### config.mk
export PLATFORM = sky130hd
export DESIGN_NAME = data_sync_tx_sched
export DESIGN_NICKNAME = d
export VERILOG_FILES = /design/src/rtl/data_sync_tx_sched_pkg.sv /design/src/rtl/data_sync_tx_sched_rr_arbiter.sv /design/src/rtl/data_sync_tx_sched.sv
export SDC_FILE = /design/constraint.sdc
export NUM_CORES = 1
export LEC_CHECK = 0
export CAP_MARGIN = 25
export CORE_UTILIZATION = 48
export CTS_BUF_LIST = sky130_fd_sc_hd__clkbuf_4 sky130_fd_sc_hd__clkbuf_8 sky130_fd_sc_hd__clkbuf_16
export DETAILED_ROUTE_END_ITERATION = 16
export GPL_TIMING_DRIVEN = 0
export PLACE_DENSITY = 0.8
export SYNTH_ARGS = -nofsm -noshare
export SYNTH_HDL_FRONTEND = slang
export SYNTH_SLANG_ARGS = --single-unit
export TNS_END_PERCENT = 50
### constraint.sdc
create_clock -name clk -period 3.55 [get_ports clk]
set_input_delay 0.71 -clock clk [delete_from_list [all_inputs] [get_ports clk]]
set_output_delay 0.71 -clock clk [all_outputs]
set_load 0.1 [all_outputs]
### src/rtl/data_sync_tx_sched_pkg.sv
// Shared types for the source-side synchronizer scheduler: FSM states and
// the sizing helper for the enable/hold down-counter.
package data_sync_tx_sched_pkg;

  typedef enum logic [1:0] {
    IDLE   = 2'd0,
    LAUNCH = 2'd1,
    HOLD   = 2'd2
  } state_t;

  // Counter loads at most max(e,h)-1; never narrower than one bit.
  function automatic int cnt_width(int e, int h);
    int m;
    m = (e > h) ? e : h;
    return (m < 2) ? 1 : $clog2(m);
  endfunction

endpackage

### src/rtl/data_sync_tx_sched_rr_arbiter.sv
// Combinational round-robin pick: first set request after 'last', wrapping
// modulo NUM_REQ, reported as one-hot, index and a valid flag.
module data_sync_tx_sched_rr_arbiter #(
  parameter int NUM_REQ = 4,
  localparam int ID_W = $clog2(NUM_REQ)
) (
  input  logic [NUM_REQ-1:0] req,
  input  logic [ID_W-1:0]    last,
  output logic [NUM_REQ-1:0] onehot,
  output logic [ID_W-1:0]    id,
  output logic               valid
);

  logic [ID_W-1:0] idx;
  logic            found;

  always_comb begin
    onehot = '0;
    id     = '0;
    found  = 1'b0;
    idx    = '0;
    // Offsets 1..NUM_REQ so 'last' itself is visited only after everyone else.
    for (int k = 1; k <= NUM_REQ; k++) begin
      idx = ID_W'((int'(last) + k) % NUM_REQ);
      if (!found && req[idx]) begin
        found       = 1'b1;
        onehot[idx] = 1'b1;
        id          = idx;
      end
    end
  end

  assign valid = found;

endmodule

### src/rtl/data_sync_tx_sched.sv
// Round-robin scheduler feeding one shared bus synchronizer: launches a word
// with bus_enable for ENABLE_CYCLES, then holds it HOLD_CYCLES to settle.
module data_sync_tx_sched
  import data_sync_tx_sched_pkg::*;
#(
  parameter int NUM_REQ       = 4,
  parameter int BUS_WIDTH     = 8,
  parameter int ENABLE_CYCLES = 1,
  parameter int HOLD_CYCLES   = 6,
  localparam int ID_W = $clog2(NUM_REQ)
) (
  input  logic                         clk,
  input  logic                         reset,
  input  logic [NUM_REQ-1:0]           req,
  input  logic [NUM_REQ*BUS_WIDTH-1:0] req_data,
  output logic [NUM_REQ-1:0]           grant,
  output logic [BUS_WIDTH-1:0]         unsync_bus,
  output logic                         bus_enable,
  output logic [ID_W-1:0]              src_id,
  output logic                         busy
);

  localparam int CNT_W = cnt_width(ENABLE_CYCLES, HOLD_CYCLES);

  state_t                 state_q, state_d;
  logic [CNT_W-1:0]       cnt_q, cnt_d;
  logic [ID_W-1:0]        last_q, last_d;
  logic [NUM_REQ-1:0]     grant_d;
  logic [BUS_WIDTH-1:0]   bus_d;
  logic                   en_d;
  logic [ID_W-1:0]        src_d;

  logic [NUM_REQ-1:0]     arb_onehot;
  logic [ID_W-1:0]        arb_id;
  logic                   arb_valid;

  data_sync_tx_sched_rr_arbiter #(
    .NUM_REQ (NUM_REQ)
  ) u_arb (
    .req    (req),
    .last   (last_q),
    .onehot (arb_onehot),
    .id     (arb_id),
    .valid  (arb_valid)
  );

  // req is only looked at in IDLE; the word is captured on the launch edge
  // and the bus is left untouched until the next launch.
  always_comb begin
    state_d = state_q;
    cnt_d   = cnt_q;
    last_d  = last_q;
    grant_d = '0;
    bus_d   = unsync_bus;
    en_d    = bus_enable;
    src_d   = src_id;
    case (state_q)
      IDLE: begin
        if (arb_valid) begin
          state_d = LAUNCH;
          bus_d   = req_data[int'(arb_id)*BUS_WIDTH +: BUS_WIDTH];
          en_d    = 1'b1;
          grant_d = arb_onehot;
          src_d   = arb_id;
          last_d  = arb_id;
          cnt_d   = CNT_W'(ENABLE_CYCLES - 1);
        end
      end
      LAUNCH: begin
        if (cnt_q == '0) begin
          en_d    = 1'b0;
          cnt_d   = CNT_W'(HOLD_CYCLES - 1);
          state_d = HOLD;
        end else begin
          cnt_d = cnt_q - 1'b1;
        end
      end
      HOLD: begin
        if (cnt_q == '0) begin
          state_d = IDLE;
        end else begin
          cnt_d = cnt_q - 1'b1;
        end
      end
      default: state_d = IDLE;
    endcase
  end

  always_ff @(posedge clk) begin
    if (reset) begin
      state_q    <= IDLE;
      cnt_q      <= '0;
      last_q     <= ID_W'(NUM_REQ - 1);
      grant      <= '0;
      unsync_bus <= '0;
      bus_enable <= 1'b0;
      src_id     <= '0;
    end else begin
      state_q    <= state_d;
      cnt_q      <= cnt_d;
      last_q     <= last_d;
      grant      <= grant_d;
      unsync_bus <= bus_d;
      bus_enable <= en_d;
      src_id     <= src_d;
    end
  end

  assign busy = (state_q != IDLE);

endmodule

* Word level (Yosys, flattened, before mapping)
Index checks and enable logic that the tools add are counted.
Storage, ports and cells: output and inout bits 16, register bits after elaboration 22, input bits 38
Operators by class: magnitude comparators 8, bitwise logic cells 5, add/subtract/negate cells 5, reduce and logical (&&, ||, !) cells 20, equality and inequality tests 6, shift-type cells 1, mux-type cells 39
Operators with widths (count):
- $shiftx A32 B6 Y8 | 1
- $mux W4 | 4
- $mux W1 | 14
- $mux W2 | 7
- $lt A2 B3 Y1 const B | 4
- $or A4 B4 Y4 | 3
- $mux W3 | 3
- $pmux W3 S3 | 1
- $reduce_and A3 Y1 | 3
- $bmux W1 S2 | 4
- $demux W1 S2 | 4
- $ge A2 B1 Y1 const B | 4
- $ne A2 B2 Y1 const B | 4
- $logic_and A1 B1 Y1 | 7
- $pmux W2 S3 | 1
- $add A2 B1 Y2 const B | 2
- $add A2 B2 Y2 const B | 2
- $reduce_bool A2 Y1 | 2
- $logic_not A1 Y1 | 3
- $logic_not A3 Y1 | 1
- $reduce_bool A3 Y1 | 1
- $reduce_or A3 Y1 | 1
- $sub A3 B1 Y3 const B | 1
- $eq A2 B1 Y1 const B | 1
- 5 further kinds | 6

* Depth between registers and ports, before layout
depth in word-level cells 15, depth in mapped cells 10

* By module
Synthesis repeated with hierarchy kept, for this count alone.
Second synthesis, totals: cell total of the unflattened synthesis 185, area total of the unflattened synthesis 1666.6 um2
By module, submodules not included:
- data_sync_tx_sched | cells each 117, area each 1141.1 um2, times used 1, seq. area each 440.4 um2
- data_sync_tx_sched_rr_arbiter | cells each 68, area each 525.5 um2, times used 1, seq. area each 0.0 um2

* Worst setup path after synthesis
Ideal clock, no wire load.
path type register to register, start point register last_q[0], end point register unsync_bus[1], required time 3.438 ns, arrival time 2.866 ns, cell stages (with the launch flop) 11, buffers on the path 2, setup slack 0.572 ns, cell sequence dfxtp_1 buf_6 clkinv_1 ha_1 mux4_2 nor4_1 nor2_1 and3_1 buf_6 o31a_1 a2111oi_1
Between the ends: cells in the longest elaborated chain, start to end 14, elaborated cells between the ends (all ways) 28, those cells by class add/sub (4); shift (1); mux (16); reduce/logical (7)
RTL lines:
- start: declaration | line data_sync_tx_sched.sv:27 | logic [ID_W-1:0] last_q, last_d;
- start signal: assignment | line data_sync_tx_sched.sv:93 | last_q <= ID_W'(NUM_REQ - 1);
- start signal: assignment | line data_sync_tx_sched.sv:101 | last_q <= last_d;
- $add A2 B1 Y2 | line data_sync_tx_sched_rr_arbiter.sv:24 | idx = ID_W'((int'(last) + k) % NUM_REQ);
- $bmux W1 S2 | line data_sync_tx_sched_rr_arbiter.sv:25 | if (!found && req[idx]) begin
- $mux W1 (not written as such) | line data_sync_tx_sched_rr_arbiter.sv:25
- $mux W1 | line data_sync_tx_sched_rr_arbiter.sv:25
- $logic_not A1 Y1 | line data_sync_tx_sched_rr_arbiter.sv:25
- $logic_and A1 B1 Y1 | line data_sync_tx_sched_rr_arbiter.sv:25
- $mux W1 | line data_sync_tx_sched_rr_arbiter.sv:25
- $logic_not A1 Y1 | line data_sync_tx_sched_rr_arbiter.sv:25
- $logic_and A1 B1 Y1 | line data_sync_tx_sched_rr_arbiter.sv:25
- $mux W1 | line data_sync_tx_sched_rr_arbiter.sv:25
- $logic_not A1 Y1 | line data_sync_tx_sched_rr_arbiter.sv:25
- $logic_and A1 B1 Y1 | line data_sync_tx_sched_rr_arbiter.sv:25
- $mux W2 / $mux W1 (equally long branches) | line data_sync_tx_sched_rr_arbiter.sv:25
- $shiftx A32 B6 Y8 / $reduce_and A2 Y1 (equally long branches)
- end signal: assignment | line data_sync_tx_sched.sv:103 | unsync_bus <= bus_d;
- end: declaration | line data_sync_tx_sched.sv:17 | output logic [BUS_WIDTH-1:0] unsync_bus,
Parallel ways exist; a longest one is shown, timed or not. The select of a mux whose other input is x is not followed. A chain may end at the register's enable or synchronous reset.

* Final worst setup path
start point register last_q[0], end point register unsync_bus[6]
Same word-level chain as after synthesis.

==> reports/results.ini <==
[floorplanning]
design.core.area_sq_mm=0.00366
io_pins=54
die_x_microns=63.7
design.die.area_sq_mm=0.00406
initial_utilization_pct=49.9
number_of_placement_rows=22
fp.dieH_microns=63.7

[clock_tree]
cts_tree=done
cts.clk_slew.worst_paths_ns=0.09
clk_root_buffer_cell=sky130_fd_sc_hd__clkbuf_8
clock_tree.htree_level_count=1
cts_inserted_buffers=3
clock_insertion_delay_worst_skew_ns=0.27
max-clock-path-buffers=2
clock_sink_count=22
cts_hold_buf=0

[layout]
layout-drive-gt1-share_pct=11.2
filler_cell_count=318
area_growth_syn_to_layout_pct=37.1
most-common-layout-cells=sky130_fd_sc_hd__clkdlybuf4s50_1 (52), sky130_fd_sc_hd__nor2_1 (36), sky130_fd_sc_hd__dfxtp_1 (22)
insertedDiodeCount=0
layout.nets=329
layout_commonest_cell=sky130_fd_sc_hd__clkdlybuf4s50_1
layout_cell_area_excl_fill_sq_mm=0.00250

[logic_synthesis]
syn-num-nets=272
synth-edff-count=0
ys_seq_area_share_pct=24.1
netlist-cell-type-count=44
synthArstFlopShare_pct=0
synthesis.area_sq_mm=0.00183
postSynthRegisterBits=22
post_synth.cell_area_avg_sq_um=8.30
ys.warnings.count=0
synth_ff_type=sky130_fd_sc_hd__dfxtp_1
synthesis.instances=220

[pwr]
power.density_mw_per_mm2=1030
report.power.total_w=0.00259
worst_ir_drop_vdd_v=0.000539
leakagePower_nw=0.959

[global_routing]
grt_antenna_before_repair=0
largest_net_degree_at_the_start_of_global_routing=14
global_route_total_overflow=0
grt_first_pass_wirelength_microns=7910
grt_util_all_layers_pct=24.8
via_count_of_the_first_global_routing_pass=1670

[worst_setup_path]
timing.critical_path.fanout_max=12
cell_with_the_largest_stage_delay_on_the_worst_path=sky130_fd_sc_hd__dfxtp_1
critPathTopFamily=buffers and inverters
worst-r2r-cell-count=10
cp.arrival_ns=3.48
worst_path_largest_cell_delay_ns=0.45
critPathKind=reg -> reg
cp_num_buf_inv=4
crit_path_start_kind=flip-flop
worst_path_most_repeated_cell=sky130_fd_sc_hd__buf_2
r2r-start=last_q[0]
worst_ep_required_time_ns=3.71
worst_setup_path_end_kind=flip-flop
cp_cell_sequence=buf_6 -> clkinvlp_4 -> ha_2 -> mux4_2 -> buf_2 -> nor2_4 -> buf_2 -> nor3_1 -> o31a_1 -> a2111oi_1
reg2reg_setup_slack_ns=0.23
worstReg2RegEnd=unsync_bus[6]

[min_path]
holdPathStages=2
worstHoldStart=src_id[1]
hold-path-endpoint=src_id[1]
worst_hold_path_type=reg -> reg

[place]
place_hpwl_microns=3570
post_dp_area_sq_mm=0.00241
pre_cts_slack_ns=-0.163
place.gp.congestion=0.827
portBuffers=52

[drt]
wire_per_inst_microns=15.0
vias=1925
dr.pass1.iters=5
drt-initial-drc-count=106
via_per_inst=5.94
remaining_drc_errors=0
finalWirelength_microns=4870
drt.antenna.violating_nets=0

[sta]
final_skew_ns=0.00287
final_critical_path_setup_slack_ns=0.233
finalCritPeriodShare_pct=93.4
hold-worst-slack_ns=0.504
hold_viol=0
number_of_setup_violations_in_the_final_report=0
max_slew_margin_pct=34.4
post-route-min-period_ns=3.32
number_of_max_slew_violations_in_the_final_report=0
achievable-frequency_mhz=301
tightestPinTransition_ns=0.981

[run]
timing.max_cap.violations=0

[run_status]
run_status=completed

[flip-flops by register name, indices dropped and copies added, names as in the netlist]
| register | cells |
|---|---|
| bus_enable | 1 |
| cnt_q | 3 |
| grant | 4 |
| last_q | 2 |
| src_id | 2 |
| state_q | 2 |
| unsync_bus | 8 |
[metrics by stage]
step	TNS, ns	instances	utilization, %
final	0	324	68.4
after global routing	-0.00962	324	68.4
after CTS	0	324	67.9
after detailed placement	-1.10	320	65.8
after global placement	-0.902	320	65.8
after floorplan	0	220	-
[cell usage after synthesis (7+ instances only)]
cell type	n	share of area [%]
sky130_fd_sc_hd__nor2_1	36	7.4
sky130_fd_sc_hd__dfxtp_1	22	24
sky130_fd_sc_hd__nor3_1	15	4.1
sky130_fd_sc_hd__ha_1	14	9.6
sky130_fd_sc_hd__a21oi_1	12	3.3
sky130_fd_sc_hd__nand2_1	12	2.5
sky130_fd_sc_hd__mux2i_1	8	4.4
sky130_fd_sc_hd__o22ai_1	8	2.7
sky130_fd_sc_hd__o31a_1	8	3.8
sky130_fd_sc_hd__a2111oi_1	7	3.8
sky130_fd_sc_hd__inv_1	7	1.4
[worst max path at each step]
stage                     startpoint       endpoint  slack [ns]  cells past startpoint
final                      last_q[0]  unsync_bus[6]        0.23                     10
after global routing       last_q[0]  unsync_bus[6]       -0.01                     10
after CTS                  last_q[0]  unsync_bus[5]       0.005                     10
after detailed placement   last_q[0]  unsync_bus[7]       -0.16                     10
after global placement     last_q[0]  unsync_bus[5]       -0.14                     10
after floorplan            last_q[0]  unsync_bus[1]        0.57                     10
[worst min-delay path: cells and delay by family (launching register included)]
| kind | cells | cell delay [ns] |
|---|---|---|
| flip-flops | 1 | 0.32 |
| AND/OR/NAND/NOR | 2 | 0.15 |
[logic make-up after synthesis]
logic type	synth area share, %
flops	24.1
mux	10.5
buf+inv	5.41
fa+ha+maj	9.59
compound gates	29.2
simple gates	21.2
[routing by layer]
layer  part of all wire [%]  up-vias  GRT usage [%]  wire length (microns)
met5                      0        -              0                      0
met4                    1.3        0           8.81                     61
met3                    7.0        6           3.80                    341
met2                     47       84           37.4                   2280
met1                     45      896           35.2                   2190
li1                       -      939              -                      -
[final cells by class]
type / instances / area, sq um / share of cell area [%]
multi-input cells: 177 / 1310 / 52.2
repair buffers: 52 / 520 / 20.8
flip-flops and latches: 22 / 440 / 17.6
plain buffers: 13 / 70.1 / 2.80
well taps: 48 / 60.1 / 2.40
clock buffers: 3 / 41.3 / 1.65
inverters: 8 / 33.8 / 1.35
clock inverters: 1 / 30.0 / 1.20
[where the power goes]
part	leakage [nW]	internal, W	switching [W]	total (W)
logic	0.742	0.000668	0.00128	0.00195
clock network	0.0357	0.000151	0.0000894	0.000240
registers	0.182	0.000341	0.0000596	0.000400
total	0.959	0.00116	0.00143	0.00259
[repair_timing]
action	in CTS	in global routing
setup buffers	0	0
setup endpoints to repair	9	9
resized for setup	1	6
(Power assumes the default switching activity.)
